===== src/rtl/jk_ff_driver_pkg.sv =====
// Shared types and J/K excitation encoding for the JK flip-flop driver.
// Build option: JK_DRV_TOGGLE_EN selects toggle excitation for every bit change.
package jk_drv_pkg;

  typedef enum logic [1:0] {
    IDLE,
    DRIVE,
    CHECK
  } state_e;

  localparam logic [1:0] JK_HOLD = 2'b00;
  localparam logic [1:0] JK_SET  = 2'b10;
  localparam logic [1:0] JK_RST  = 2'b01;
  localparam logic [1:0] JK_TOG  = 2'b11;

  // {j,k} that moves the flip-flop from q to tgt on its next edge.
  function automatic logic [1:0] jk_excite(input logic tgt, input logic q);
    if (tgt == q) return JK_HOLD;
`ifdef JK_DRV_TOGGLE_EN
    return JK_TOG;
`else
    return tgt ? JK_SET : JK_RST;
`endif
  endfunction

endpackage


===== src/rtl/jk_ff_driver_if.sv =====
// Target-bit stream into the driver: valid/ready handshake carrying one bit.
interface jk_drv_if;
  logic in_valid;
  logic in_bit;
  logic in_ready;

  modport master (output in_valid, output in_bit, input in_ready);
  modport slave  (input in_valid, input in_bit, output in_ready);
endinterface


===== src/rtl/jk_ff_driver_sync_fifo.sv =====
// 1-bit wide synchronous FIFO with count-based full/empty; push is ignored when full.
module sync_fifo #(
  parameter int DEPTH = 4
) (
  input  logic clk,
  input  logic rst_n,
  input  logic push,
  input  logic push_bit,
  input  logic pop,
  output logic head_bit,
  output logic full,
  output logic empty
);
  localparam int AW = $clog2(DEPTH);

  logic [AW-1:0] wr_ptr_q, wr_ptr_d;
  logic [AW-1:0] rd_ptr_q, rd_ptr_d;
  logic [AW:0]   count_q, count_d;
  logic          mem_q [DEPTH];
  logic          do_push, do_pop;

  assign full     = (count_q == (AW+1)'(DEPTH));
  assign empty    = (count_q == '0);
  assign do_push  = push && !full;
  assign do_pop   = pop && !empty;
  assign head_bit = mem_q[rd_ptr_q];

  // NOTE: every always_comb output gets a default first, so no path can infer a latch.
  always_comb begin
    wr_ptr_d = wr_ptr_q;
    rd_ptr_d = rd_ptr_q;
    count_d  = count_q;
    if (do_push) wr_ptr_d = wr_ptr_q + 1'b1;
    if (do_pop)  rd_ptr_d = rd_ptr_q + 1'b1;
    case ({do_push, do_pop})
      2'b10:   count_d = count_q + 1'b1;
      2'b01:   count_d = count_q - 1'b1;
      default: ;
    endcase
  end

  // NOTE: sequential state uses <= so all flops update from pre-edge values.
  always_ff @(posedge clk or negedge rst_n) begin
    if (!rst_n) begin
      wr_ptr_q <= '0;
      rd_ptr_q <= '0;
      count_q  <= '0;
    end else begin
      wr_ptr_q <= wr_ptr_d;
      rd_ptr_q <= rd_ptr_d;
      count_q  <= count_d;
    end
  end

  // NOTE: storage is not reset; emptiness is tracked by count_q, so stale data is never read.
  always_ff @(posedge clk) begin
    if (do_push) mem_q[wr_ptr_q] <= push_bit;
  end

endmodule


===== src/rtl/jk_ff_driver.sv =====
// Drives J/K for a JK flip-flop from a stream of target bits and checks Q one edge later.
// Build option: JK_DRV_TOGGLE_EN (see jk_drv_pkg) switches bit changes to toggle excitation.
module jk_ff_driver
  import jk_drv_pkg::*;
#(
  parameter int DEPTH = 4,
  parameter int ERR_W = 8
) (
  input  logic             clk,
  input  logic             rst_n,
  jk_drv_if.slave          in_if,
  output logic             j,
  output logic             k,
  input  logic             q,
  output logic             busy,
  output logic             done,
  output logic             mismatch,
  input  logic             err_clr,
  output logic [ERR_W-1:0] err_count
);
  localparam logic [ERR_W-1:0] ERR_MAX = '1;

  state_e           state_q, state_d;
  logic             tgt_q, tgt_d;
  logic [1:0]       jk_q, jk_d;
  logic             done_q, done_d;
  logic             mismatch_q, mismatch_d;
  logic [ERR_W-1:0] err_q, err_d;

  logic fifo_pop, fifo_head, fifo_full, fifo_empty;

  sync_fifo #(.DEPTH(DEPTH)) u_fifo (
    .clk      (clk),
    .rst_n    (rst_n),
    .push     (in_if.in_valid),
    .push_bit (in_if.in_bit),
    .pop      (fifo_pop),
    .head_bit (fifo_head),
    .full     (fifo_full),
    .empty    (fifo_empty)
  );

  assign in_if.in_ready = !fifo_full;

  always_comb begin
    state_d    = state_q;
    tgt_d      = tgt_q;
    jk_d       = JK_HOLD;
    done_d     = 1'b0;
    mismatch_d = 1'b0;
    err_d      = err_q;
    fifo_pop   = 1'b0;

    case (state_q)
      IDLE:  ;
      DRIVE: state_d = CHECK;
      CHECK: begin
        done_d     = 1'b1;
        mismatch_d = (q != tgt_q);
        if ((q != tgt_q) && (err_q != ERR_MAX)) err_d = err_q + 1'b1;
        state_d    = IDLE;
      end
      default: state_d = IDLE;
    endcase

    // CHECK chains straight into the next DRIVE so throughput is one bit per two cycles.
    if (((state_q == IDLE) || (state_q == CHECK)) && !fifo_empty) begin
      fifo_pop = 1'b1;
      tgt_d    = fifo_head;
      jk_d     = jk_excite(fifo_head, q);
      state_d  = DRIVE;
    end

    if (err_clr) err_d = '0;
  end

  always_ff @(posedge clk or negedge rst_n) begin
    if (!rst_n) begin
      state_q    <= IDLE;
      tgt_q      <= 1'b0;
      jk_q       <= JK_HOLD;
      done_q     <= 1'b0;
      mismatch_q <= 1'b0;
      err_q      <= '0;
    end else begin
      state_q    <= state_d;
      tgt_q      <= tgt_d;
      jk_q       <= jk_d;
      done_q     <= done_d;
      mismatch_q <= mismatch_d;
      err_q      <= err_d;
    end
  end

  assign j         = jk_q[1];
  assign k         = jk_q[0];
  assign done      = done_q;
  assign mismatch  = mismatch_q;
  assign err_count = err_q;
  assign busy      = (state_q != IDLE) || !fifo_empty;

endmodule


===== src/flat_wrapper.sv =====
// flat-port wrapper written by rule: the top's interface ports become plain ports
module jk_ff_driver_flat import jk_drv_pkg::*;
#(
  parameter int DEPTH = 4,
  parameter int ERR_W = 8
)
  (clk, rst_n, j, k, q, busy, done, mismatch, err_clr, err_count, in_if_in_valid, in_if_in_bit, in_if_in_ready);
  jk_drv_if in_if_i ();
  input  logic clk;
  input  logic rst_n;
  output logic j;
  output logic k;
  input  logic q;
  output logic busy;
  output logic done;
  output logic mismatch;
  input  logic err_clr;
  output logic [ERR_W-1:0] err_count;
  input wire logic [$bits(in_if_i.in_valid)-1:0] in_if_in_valid;
  input wire logic [$bits(in_if_i.in_bit)-1:0] in_if_in_bit;
  output wire logic [$bits(in_if_i.in_ready)-1:0] in_if_in_ready;
  assign in_if_i.in_valid = in_if_in_valid;
  assign in_if_i.in_bit = in_if_in_bit;
  assign in_if_in_ready = in_if_i.in_ready;
  jk_ff_driver #(.DEPTH(DEPTH), .ERR_W(ERR_W)) u_core (.clk(clk), .rst_n(rst_n), .in_if(in_if_i), .j(j), .k(k), .q(q), .busy(busy), .done(done), .mismatch(mismatch), .err_clr(err_clr), .err_count(err_count));
endmodule

===== config.mk =====
export PLATFORM = sky130hd
export DESIGN_NAME = jk_ff_driver_flat
export DESIGN_NICKNAME = d
export VERILOG_FILES = /design/src/rtl/jk_ff_driver_pkg.sv /design/src/rtl/jk_ff_driver_if.sv /design/src/rtl/jk_ff_driver_sync_fifo.sv /design/src/rtl/jk_ff_driver.sv /design/src/flat_wrapper.sv
export SDC_FILE = /design/constraint.sdc
export NUM_CORES = 1
export LEC_CHECK = 0
export CAP_MARGIN = 20
export CORE_UTILIZATION = 65
export DETAILED_ROUTE_END_ITERATION = 16
export DONT_BUFFER_PORTS = 1
export HOLD_SLACK_MARGIN = 0.1
export MAX_ROUTING_LAYER = met4
export PLACE_DENSITY = 0.83
export SYNTH_ARGS = -nofsm -noshare
export SYNTH_HDL_FRONTEND = slang
export SYNTH_SLANG_ARGS = --single-unit

===== constraint.sdc =====
create_clock -name clk -period 3.96 [get_ports clk]
set_clock_uncertainty 0.15 [all_clocks]
set_input_delay 0.792 -clock clk [delete_from_list [all_inputs] [get_ports clk]]
set_output_delay 0.792 -clock clk [all_outputs]
set_load 0.05 [all_outputs]

==> qor.csv <==
stage,metric,value,unit
drt,via_count,782,
clocking,clkSinkCount,26,
setup_path,startpoint_type,register,
drt,drc,0,
layout,post-route-util,74.3,%
clocking,clock-root-buffer,clkbuf_4,
floorplan,die_h,45.6,um
sta,period_share,72.1,%
clocking,cts_setup_buffers,0,
setup_path,r2r-start,u_core.u_fifo.count_q[0],
setup_path,critPathCaptureType,register,
sta,clock.fmax,350,MHz
power_and_ir_drop,p_per_area,710,nW/um2
global_route,grt_pass1_wl,3440,um
global_route,grt_pass1_vias,732,
floorplan,die_area,2080,um2
global_route,grt_overflow,0,
logic_synthesis,synth_common_cells,"dfrtp_1 (22), nor2_1 (10), ha_1 (6), inv_1 (6), nand2_1 (6)",
sta,setup_violations,0,
logic_synthesis,ys_warn_count,0,
logic_synthesis,syn-instance-count,105,
drt,wl_per_cell,15.4,um
power_and_ir_drop,p_leak,0.000570,uW
logic_synthesis,synthTopCellsByArea,"dfrtp_1 (44%), edfxtp_1 (9.7%), ha_1 (6.1%), nor2_1 (3.0%), xor2_1 (2.8%)",
sta,rsz0062_at_grt,no,
drt,vias_per_cell,5.84,
setup_path,ff2ff_path_depth,10,
drt,drt_wl_total,2060,um
placement,gp_congestion,0.786,
logic_synthesis,yosysTopAreaCellShare,44.5,%
logic_synthesis,ys_seq_area_share,54.2,%
worst_hold_path,holdPathStages,1,
logic_synthesis,netlist_area,1240,um2
power_and_ir_drop,ir_drop,0.000666,V
setup_path,reg2reg_slack,1.11,ns
layout,area_growth,5.97,%
floorplan,start_util,70.1,%
placement,hpwl,1490,um
drt,dr.first_iter.drc_count,19,
clocking,cts_tree,done,
logic_synthesis,synth_ff_type,dfrtp_1,
clocking,cts_buffers,3,
worst_hold_path,hold_class,register to register,
sta,finalSetupTns,0,ns
layout,stdcell_count,134,
drt,drtAntennaViolNets,0,
clocking,clkTransAtPathRegs,0.15,ns
setup_path,r2r_end,u_core.u_fifo.count_q[2],
placement,dp_worst_setup_slack,1.18,ns
setup_path,crit_type,register to register,
setup_path,path_max_fanout,6,
global_route,grt_usage,24.7,%
job,drv_cap,0,
setup_path,cp_data_arrival_time,2.95,ns
global_route,antenna_found_initial,0,
sta,slew_headroom,35.7,%
floorplan,rows,15,
sta,hold_viol,0,
logic_synthesis,yosysMostFrequentCell,dfrtp_1,
setup_path,crit_start,u_core.u_fifo.count_q[0],
global_route,grt_max_degree,23,
clocking,cts.htree.levels,1,
placement,placed_cells,129,
layout,antenna_cells,0,
placement,port_buffers,0,
floorplan,ios,20,
sta,worst_slack,1.11,ns
logic_synthesis,avgSynthCellArea,11.8,um2
sta,slew_violations,0,
clocking,clockBufferDepth,2,
logic_synthesis,synth_nets,118,
logic_synthesis,yosysUniqueCellTypes,32,
status,outcome,"complete, no violations",
floorplan,die_w,45.6,um
sta,worst_slew_pin_slew,0.962,ns
drt,drtPass1Iterations,4,
clocking,clkLatencyLatePin,0.32,ns
setup_path,required,4.06,ns
logic_synthesis,ys_ff_latch,26,
logic_synthesis,async_reset_ff_share,84.6,%
worst_hold_path,hold_end,u_core.state_q[1],
layout,fin_nets,123,
logic_synthesis,yosysTopAreaCell,dfrtp_1,
logic_synthesis,synth-edff-count,4,
floorplan,core_area,1760,um2
sta,layout_min_cycle_time,2.85,ns
layout,drive_gt1_share,11.0,%
worst_hold_path,worstHoldStart,u_core.state_q[1],
[worst max-delay path by stage]
| stage | end | slack, ns | cells past startpoint |
|---|---|---|---|
| finish | u_core.u_fifo.count_q[2] | 1.11 | 10 |
| global route | u_core.u_fifo.count_q[2] | 0.95 | 10 |
| CTS | u_core.u_fifo.count_q[2] | 1.14 | 10 |
| detailed placement | u_core.u_fifo.count_q[2] | 1.18 | 10 |
| global placement | u_core.u_fifo.count_q[2] | 1.31 | 10 |
| floorplan | u_core.u_fifo.count_q[2] | 1.38 | 10 |
[cell type report]
class                   count  area, um2
fillers                   130        453
repair buffers              1       10.0
well taps                  25       31.3
flip-flops and latches     26        671
multi-input cells          72        541
inverters                   6       22.5
clock buffers               4       36.3
[flip-flops by register name, summed over array words and instances (netlist names)]
register                cells
u_core.u_fifo.rd_ptr_q      2
u_core.jk_q                 2
u_core.done                 1
u_core.err_count            8
u_core.u_fifo.mem_q         4
u_core.u_fifo.count_q       3
u_core.u_fifo.wr_ptr_q      2
u_core.mismatch             1
u_core.tgt_q                1
u_core.state_q              2
[cells in the final DEF, fill, tap and decap left out, types with 2 or more instances in the layout]
cell,n
a21oi_1,5
and3_1,4
clkbuf_4,3
dfrtp_1,22
edfxtp_1,4
ha_1,6
inv_1,6
mux2_2,3
mux2i_1,2
nand2_1,6
nand3_1,4
nand4_1,3
nor2_1,10
nor2b_1,2
o31ai_1,3
or3_1,2
or4_1,2
xnor2_1,3
xor2_1,4
[through the flow]
| stage | area, um2 | total power [uW] | hold slack (ns) |
|---|---|---|---|
| floorplan | 1240 | 735 | 0.267 |
| global placement | 1260 | 772 | 0.284 |
| detailed placement | 1260 | 798 | 0.296 |
| CTS | 1310 | 933 | 0.316 |
| global route | 1310 | 1000 | 0.329 |
| finish | 1310 | 931 | 0.310 |
[where the power goes]
group / switching [uW] / internal [uW]
logic: 177 / 138
registers: 128 / 354
clock network: 78.3 / 56.2
total: 383 / 548
[timing repair]
action,in CTS,in global routing
endpoints found under the hold margin,22,0
gates resized for setup,0,0
hold buffers,1,0
[routing by layer]
metal  vias to the layer above  routed length, um  share of wire (%)  global-route usage, %
li1                        374                  -                  -                      -
met1                       379                913                 44                   33.2
met2                        25               1020                 50                   37.4
met3                         4                 91                4.4                   5.95
met4                         0                 33                1.6                   7.27
met5                         -                  0                  0                      -
[cell families after synthesis]
| logic type | share of synthesized area, % |
|---|---|
| flip-flops | 54.2 |
| buffers and inverters | 2.12 |
| XOR/XNOR | 6.27 |
| adder cells (fa/ha/maj) | 7.68 |
| AND/OR/NAND/NOR | 18.1 |
| multiplexers | 6.17 |
| AO/OA/AOI/OAI | 5.46 |
[critical path, stage by stage, from the launching register on]
cell and delay (ns):
dfrtp_1 0.44, inv_1 0.11, nand3_1 0.51, and2_1 0.44, inv_1 0.08, ha_1 0.19, inv_1 0.07, fa_1 0.38
xor2_1 0.16, nor2_1 0.11, xor2_1 0.15
(Power assumes the default switching activity.)
